**src/rtl/conv3x3_mac.sv**
```systemverilog
// Programmable signed 3x3 convolution: 3-stage multiply / row-sum / round-shift-clamp
// pipeline with a double-buffered (shadow/active) coefficient bank.
module conv3x3_mac #(
    parameter int PIX_W  = 8,
    parameter int COEF_W = 8
) (
    input  logic                     clk,
    input  logic                     rstn,
    input  logic                     valid_in,
    input  logic [PIX_W-1:0]         w00,
    input  logic [PIX_W-1:0]         w01,
    input  logic [PIX_W-1:0]         w02,
    input  logic [PIX_W-1:0]         w10,
    input  logic [PIX_W-1:0]         w11,
    input  logic [PIX_W-1:0]         w12,
    input  logic [PIX_W-1:0]         w20,
    input  logic [PIX_W-1:0]         w21,
    input  logic [PIX_W-1:0]         w22,
    input  logic                     coef_we,
    input  logic [3:0]               coef_addr,
    input  logic signed [COEF_W-1:0] coef_wdata,
    input  logic                     coef_commit,
    input  logic [3:0]               shift_amt,
    output logic [PIX_W-1:0]         px_out,
    output logic                     valid_out,
    output logic                     commit_pending,
    output logic [15:0]              sat_count
);

    localparam int ACC_W  = PIX_W + COEF_W + 5;
    localparam int PROD_W = PIX_W + 1 + COEF_W;
    localparam logic signed [ACC_W-1:0] PIX_MAX = ACC_W'((1 << PIX_W) - 1);

    logic [PIX_W-1:0]         pix     [0:8];
    logic signed [COEF_W-1:0] shadow  [0:8];
    logic signed [COEF_W-1:0] active  [0:8];
    logic signed [PROD_W-1:0] prod    [0:8];
    logic signed [PROD_W-1:0] prod_q  [0:8];
    logic signed [ACC_W-1:0]  row_q   [0:2];
    logic                     v1, v2;
    logic                     do_copy;

    logic signed [ACC_W-1:0]  sum, rnd, rounded, shifted;
    logic [PIX_W-1:0]         px_next;
    logic                     clamp;

    assign pix[0] = w00;
    assign pix[1] = w01;
    assign pix[2] = w02;
    assign pix[3] = w10;
    assign pix[4] = w11;
    assign pix[5] = w12;
    assign pix[6] = w20;
    assign pix[7] = w21;
    assign pix[8] = w22;

    // The active bank may only change when nothing is using it.
    assign do_copy = commit_pending && !valid_in && !v1 && !v2 && !valid_out;

    always_ff @(posedge clk or negedge rstn) begin
        if (!rstn) begin
            for (int i = 0; i < 9; i++) begin
                shadow[i] <= (i == 4) ? COEF_W'(1) : '0;
                active[i] <= (i == 4) ? COEF_W'(1) : '0;
            end
            commit_pending <= 1'b0;
        end else begin
            // NOTE: non-blocking assignments make the copy below read shadow as it was
            // before this edge, so a write landing on the copy edge stays in shadow only.
            if (coef_we && coef_addr <= 4'd8)
                shadow[coef_addr] <= coef_wdata;
            if (do_copy)
                for (int i = 0; i < 9; i++)
                    active[i] <= shadow[i];
            commit_pending <= do_copy ? 1'b0 : (commit_pending | coef_commit);
        end
    end

    always_comb begin
        for (int i = 0; i < 9; i++)
            prod[i] = PROD_W'($signed({1'b0, pix[i]})) * PROD_W'(active[i]);
    end

    // NOTE: datapath registers carry no reset; they are only consumed when their
    // stage valid is set, and the valids themselves are reset.
    always_ff @(posedge clk) begin
        if (valid_in)
            for (int i = 0; i < 9; i++)
                prod_q[i] <= prod[i];
        if (v1)
            for (int r = 0; r < 3; r++)
                row_q[r] <= ACC_W'(prod_q[3*r]) + ACC_W'(prod_q[3*r+1]) + ACC_W'(prod_q[3*r+2]);
    end

    // NOTE: every output of this block is assigned first so no latch is inferred.
    always_comb begin
        px_next = '0;
        clamp   = 1'b0;
        sum     = row_q[0] + row_q[1] + row_q[2];
        rnd     = (shift_amt != 4'd0) ? (ACC_W'(1) <<< (shift_amt - 4'd1)) : '0;
        rounded = sum + rnd;
        shifted = rounded >>> shift_amt;
        if (shifted[ACC_W-1]) begin
            clamp = 1'b1;
        end else if (shifted > PIX_MAX) begin
            px_next = '1;
            clamp   = 1'b1;
        end else begin
            px_next = shifted[PIX_W-1:0];
        end
    end

    always_ff @(posedge clk or negedge rstn) begin
        if (!rstn) begin
            v1        <= 1'b0;
            v2        <= 1'b0;
            valid_out <= 1'b0;
            px_out    <= '0;
            sat_count <= '0;
        end else begin
            v1        <= valid_in;
            v2        <= v1;
            valid_out <= v2;
            if (v2)
                px_out <= px_next;
            if (v2 && clamp && sat_count != 16'hFFFF)
                sat_count <= sat_count + 16'd1;
        end
    end

endmodule

```
**config.mk**
```make
export PLATFORM = sky130hd
export DESIGN_NAME = conv3x3_mac
export DESIGN_NICKNAME = d
export VERILOG_FILES = /design/src/rtl/conv3x3_mac.sv
export SDC_FILE = /design/constraint.sdc
export NUM_CORES = 2
export LEC_CHECK = 0
export BUFFER_PORTS_ARGS = -buffer_cell sky130_fd_sc_hd__buf_4
export CORE_MARGIN = 2
export CORE_UTILIZATION = 35
export CTS_CLUSTER_DIAMETER = 150
export DETAILED_ROUTE_END_ITERATION = 16
export SYNTH_ARGS = -nofsm -noshare
export SYNTH_HDL_FRONTEND = slang
export SYNTH_SLANG_ARGS = --single-unit
```
**constraint.sdc**
```tcl
create_clock -name clk -period 6.59 [get_ports clk]
set_input_delay 1.318 -clock clk [delete_from_list [all_inputs] [get_ports clk]]
set_output_delay 1.318 -clock clk [all_outputs]
set_load 0.05 [all_outputs]
```
* Word level (Yosys, flattened, before mapping)
Memories as Yosys holds them, arrays and structs flattened.
Index checks and enable logic that the tools add are counted.
W data, S select, Z words.
** Word-level totals
- Flip-flop bits (word level) :: 172
- RAM bits :: 216
- Bits of input ports :: 93
- Word-level logic and storage cells :: 81
- Memories kept :: 2
** Memory list
- prod_q :: words 9, bits a word 17, read ports 9, clocked after Yosys merged registers in 0, wr ports 9, line 38 : logic signed [PROD_W-1:0] prod_q [0:8];
- row_q :: words 3, bits a word 21, read ports 3, clocked after Yosys merged registers in 0, wr ports 3, line 39 : logic signed [ACC_W-1:0] row_q [0:2];
** Operators by class
- Add/sub/neg operators :: 11
- $mul :: 9
- Order comparisons :: 4
- Equal/unequal tests :: 1
- Shift-type cells :: 2
- Muxes and demuxes :: 13
- Bitwise logic cells :: 2
- Reductions and logical operators :: 13
** Operators by type and width (number)
- $mul A9 B8 Y17 :: 9
- $bwmux W72 :: 1
- $add A21 B21 Y21 :: 3
- $add A18 B17 Y19 :: 3
- $add A17 B17 Y18 :: 3
- $demux W8 S4 :: 1
- $mux W8 :: 3
- $gt A21 B9 Y1 const B :: 1
- $mux W21 :: 1
- $sshl A1 B4 Y21 const A :: 1
- $sshr A21 B4 Y21 :: 1
- $add A16 B1 Y16 const B :: 1
- $ne A16 B16 Y1 const B :: 1
- $logic_and A1 B1 Y1 :: 8
- $mux W1 :: 7
- $ge A5 B5 Y1 const B :: 1
- $lt A5 B1 Y1 const B :: 1
- $not A4 Y5 :: 1
- $le A4 B4 Y1 const B :: 1
- $logic_not A1 Y1 :: 4
- $reduce_bool A4 Y1 :: 1
- $sub A4 B1 Y4 const B :: 1
- $or A1 B1 Y1 :: 1

* Longest topological paths before layout
- Depth after elaboration :: 10
- Depth in mapped cells :: 24
- Depth with buffers taken out :: 21

* Least setup slack after synthesis
No wires, ideal clock.
- Path kind :: input-to-reg
- From :: in shift_amt[1]
- To :: reg sat_count[1]
- Library setup time :: 0.128 ns
- Arrival time :: 6.450 ns
- Data required time :: 6.462 ns
- Path slack :: 0.012 ns
- Stages :: 23
- Buffers on the path :: 4
- Path through :: clkbuf_1 > inv_1 > clkbuf_1 > clkbuf_1 > nor2_1 > nand2_1 > fa_1 > fa_1 > inv_1 > ha_1 > fa_1 > a211oi_1 > nor4_1 > nor3_1 > buf_2 > o31ai_1 > a311oi_1 > a21oi_1 > mux2_2 > nor4b_2 > o311ai_2 > nand3_1 > mux2_1
** Between the ends
- Cells in the longest elaborated chain, start to end :: 10
- Elaborated cells on any way between the ends :: 11
- Those cells by class :: add/sub: 2; order compare: 1; shift: 2; mux: 3; reduce/logical: 3
** RTL lines
- start, declared :: line 23 : input logic [3:0] shift_amt,
- $sub A4 B1 Y4 :: line 100 : rnd = (shift_amt != 4'd0) ? (ACC_W'(1) <<< (shift_amt - 4'd1)) : '0;
- $sshl A1 B4 Y21 :: line 100
- $mux W21 :: line 100
- $add A21 B21 Y21 :: line 101 : rounded = sum + rnd;
- $sshr A21 B4 Y21 * :: line 102 : shifted = rounded >>> shift_amt;
- $gt A21 B9 Y1 :: line 105 : end else if (shifted > PIX_MAX) begin
- $mux W1 :: line 105
- $mux W1 * :: line 103 : if (shifted[ACC_W-1]) begin
- $logic_and A1 B1 Y1 * (2 in a row) :: line 126 : if (v2 && clamp && sat_count != 16'hFFFF)
- end signal, assigned :: line 127 : sat_count <= sat_count + 16'd1;
- end, declared :: line 27 : output logic [15:0] sat_count
Every way passes the cells marked *; elsewhere a longest branch is shown, timed or not.
A chain may end at the register's enable or synchronous reset.

* Worst setup path after layout
- From :: in shift_amt[1]
- To :: reg px_out[3]
** Between the ends
- Cells in the longest elaborated chain, start to end :: 8
- Elaborated cells on any way between the ends :: 9
- Those cells by class :: add/sub: 2; order compare: 1; shift: 2; mux: 3; reduce/logical: 1
** RTL lines
- $sub A4 B1 Y4 :: line 100
- $sshl A1 B4 Y21 :: line 100
- $mux W21 :: line 100
- $add A21 B21 Y21 :: line 101
- $sshr A21 B4 Y21 * :: line 102
- $gt A21 B9 Y1 :: line 105
- $mux W8 :: line 105
- $mux W8 * :: line 103
- end signal, assigned :: line 125 : px_out <= px_next;
- end, declared :: line 24 : output logic [PIX_W-1:0] px_out,
Marks and branches as above.

==> run summary <==
Critical path cell sequence - buf_4 > inv_1 > nor2_1 > nand2_1 > fa_1 > fa_1 > inv_1 > fa_1 > a211oi_1 > nor4_1 > nor3_1 > buf_4 > o31ai_1 > xor2_1 > a222oi_1 > nand4bb_1 > nor4b_2 > o311ai_2 > buf_4 > a211oi_2 > o22ai_1
CP Launch Point - shift_amt[1]
Worst-Margin Slew - 1.047 ns
Post-synthesis sequential area ratio - 0.2810
FMAX - 0.1694 GHz
Slew margin rel. - 0.3008
Post-CTS Hold Fix Bufs - 0
Drt drc - 0
Die height - 332.5 µm
Slowest stage delay, CP - 0.51 ns
Post-synthesis mux area share - 0.05106
Vias post-DR - 24,488
Most common flop cell mapped by yosys - edfxtp_1
Placed wire-length estimate - 68.39 mm
Synth Area in Compound Gates - 0.05659
Final hold vios - 0
CTS tree - done
FILL cells - 10,515
Number of enable flip-flop cells after synthesis - 210
Unique masters post-synth - 71
RR Startpoint - active[23]$_DFFE_PN0P_
Hold WC Path Type - reg -> reg
Syn nets - 4,566
Share of layout cells above drive strength 1 - 0.09936
Die area - 110,500 µm²
Total CTS buffers - 46
Postcts setup bufs - 0
Cell Area, Placed - 40,380 µm²
Cell count after synthesis - 3,587
GRT overflow - 0
Gr usage total - 0.1605
Initial DRC count - 1,131
Core area - 107,100 µm²
Final Wtd Congestion - 0.8512
CTS resizes - 0
Final min period - 5.903 ns
First-pass GRT wire length - 140.4 mm
Slew Limit Fails - 0
Ports - 119
Worst hold start - shadow[63]$_DFFE_PN0P_
Critical Path AT - 6.36 ns
Area growth syn-to-layout - 10.93%
Synth Area in Simple Gates - 0.1276
Clock Latency Late Sink - 0.62 ns
Root buf cell - clkbuf_16
Tcrit/Tclk final - 0.8957
Data required time of the worst path - 7.05 ns
Multi-input gate area - 24,510 µm²
Initial Util - 0.3527
Largest family of logic cells by synthesized area - adder cells
Input/output buffers - 118
Critical-path maximum fanout - 22
Slowest CP cell - fa_1
Final setup viols - 0
Post-synth ARST share - 0.4503
Largest net degree at the start of global routing - 91
Sequential Area - 10,610 µm²
Adder-Cell Fraction of Synth Area - 0.3775
Drt first pass iters - 5
Synth warnings - 0
Vias/cell - 4.737
Crit path kind - in -> reg
RSZ-0062 raised after global routing - false
H-tree levels - 2
Final #Nets - 4,705
Clk_skew - 0.02206 ns
Status - finished clean
Worst Setup End Kind - flop
Detailed Route WL - 85.80 mm
Row count - 120
Clk slew on worst S/H paths - 0.06 ns
Vias in the first global route - 25,386
Design Area, Final - 41,890 µm²
Clock buffer depth - 3
Initial antenna violation count - 9
Post-DRT Antenna Nets - 0
Setup TNS - 0 ns
WL/cell - 16.60 µm
Die X-Extent - 332.5 µm
Mean Syn Cell Area - 10.53 µm²
Kind of start point of the critical path - input port
Max-Cap Viols - 0
Clk sinks - 382
Flops & latches, synth - 382
Post-Syn Area - 37,760 µm²
Xor/xnor cell area share of the yosys netlist - 0.03618
[per-layer routing]
layer | vias to the layer above | global-route usage | wire length (µm)
met1 | 12129 | 0.2282 | 41410
met2 | 367 | 0.2540 | 38620
met3 | 94 | 0.02425 | 3697
met4 | 6 | 0.04420 | 2031
li1 | 11892 | - | -
met5 | - | 0 | 43
[through the flow]
step | hold WS [ns] | utilization | cells | setup slack (ns)
6_report | 0.4793 | 0.3913 | 5169 | 0.6870
5_1_grt | 0.5074 | 0.3913 | 5169 | 0.3550
4_1_cts | 0.4855 | 0.3913 | 5167 | 0.7411
3_5_place_dp | 0.4670 | 0.3772 | 5081 | 0.1030
3_3_place_gp | 0.4565 | 0.3772 | 5081 | 0.2031
2_1_floorplan | 0.4243 | - | 3587 | 0.01201
[registers in the layout (all words and copies together), names as in the netlist]
register,count
prod_q,153
active,72
shadow,72
row_q,57
sat_count,16
px_out,8
commit_pending,1
v1,1
v2,1
valid_out,1
[Yosys cell counts (6+ instances only)]
cell type | instances | share of area
mux2_2 | 142 | 0.042
nor2b_1 | 19 | 0.0031
dfrtp_1 | 170 | 0.11
nand4_1 | 19 | 0.0031
inv_1 | 644 | 0.064
and3_1 | 9 | 0.0015
nor3_1 | 16 | 0.0021
nand3_1 | 16 | 0.0021
a21oi_1 | 96 | 0.013
nand2b_1 | 83 | 0.014
o22ai_1 | 9 | 0.0015
and2_1 | 304 | 0.050
a21boi_0 | 36 | 0.0072
nor4_1 | 6 | 0.00099
xor2_1 | 29 | 0.0067
o211ai_1 | 11 | 0.0022
nand2_1 | 307 | 0.031
nor2_1 | 140 | 0.014
xnor2_1 | 127 | 0.029
mux2i_1 | 25 | 0.0066
nand3b_1 | 6 | 0.0012
ha_1 | 464 | 0.15
fa_1 | 422 | 0.22
clkbuf_1 | 40 | 0.0040
or3_1 | 6 | 0.00099
o21ai_0 | 114 | 0.015
edfxtp_1 | 210 | 0.17
a21o_1 | 25 | 0.0050
[final cells by class]
class                   instances  share of cell area
diodes                          2           0.0001195
clock buffers                  58             0.03029
clock inverters                28            0.005585
inverters                     645             0.05779
multi-input cells            2510              0.5851
flip-flops and latches        382              0.2534
well taps                    1403             0.04190
repair buffers                141             0.02581
[critical path: cells and delay by family]
family | cells | cell delay, ns
fa+ha+maj | 3 | 1.47
buf+inv | 5 | 0.74
simple gates | 6 | 1.38
compound gates | 6 | 1.26
xor+xnor | 1 | 0.17
[logic make-up (layout without fill, tap and decap cells)]
logic type	count (synthesis)	after routing
other	1	3
and+or+nand+nor	947	947
xor gates and xnor gates	156	156
AOI/OAI and AO/OA	349	349
muxes	171	171
buffers and inverters	695	872
DFF	382	382
adders and majority gates	886	886
[path summary, 6_finish.rpt]
path,slack [ns],to,cells past startpoint
max,0.69,px_out[3]$_DFFE_PN0P_,21
min,0.48,active[63]$_DFFE_PN0P_,2
max reg2reg,1.43,prod_q[0][118]$_DFFE_PP_,19
min reg2reg,0.48,active[63]$_DFFE_PN0P_,2
max in group asynchronous,4.85,shadow[41]$_DFFE_PN0P_,2
min in group asynchronous,0.75,active[64]$_DFFE_PN0P_,1
[cell usage in the layout, fill, tap and decap left out, drive strengths merged, types with 26 or more instances in the layout]
cell / n
inv: 650
ha: 464
fa: 422
nand2: 307
and2: 304
edfxtp: 210
dfrtp: 170
mux2: 143
nor2: 140
buf: 140
xnor2: 127
o21ai: 118
a21oi: 98
nand2b: 83
clkbuf: 59
a21boi: 36
xor2: 29
a21o: 26
Power is not shown: default switching activity piles up to over one toggle a cycle in this logic, so the estimate is an artifact.
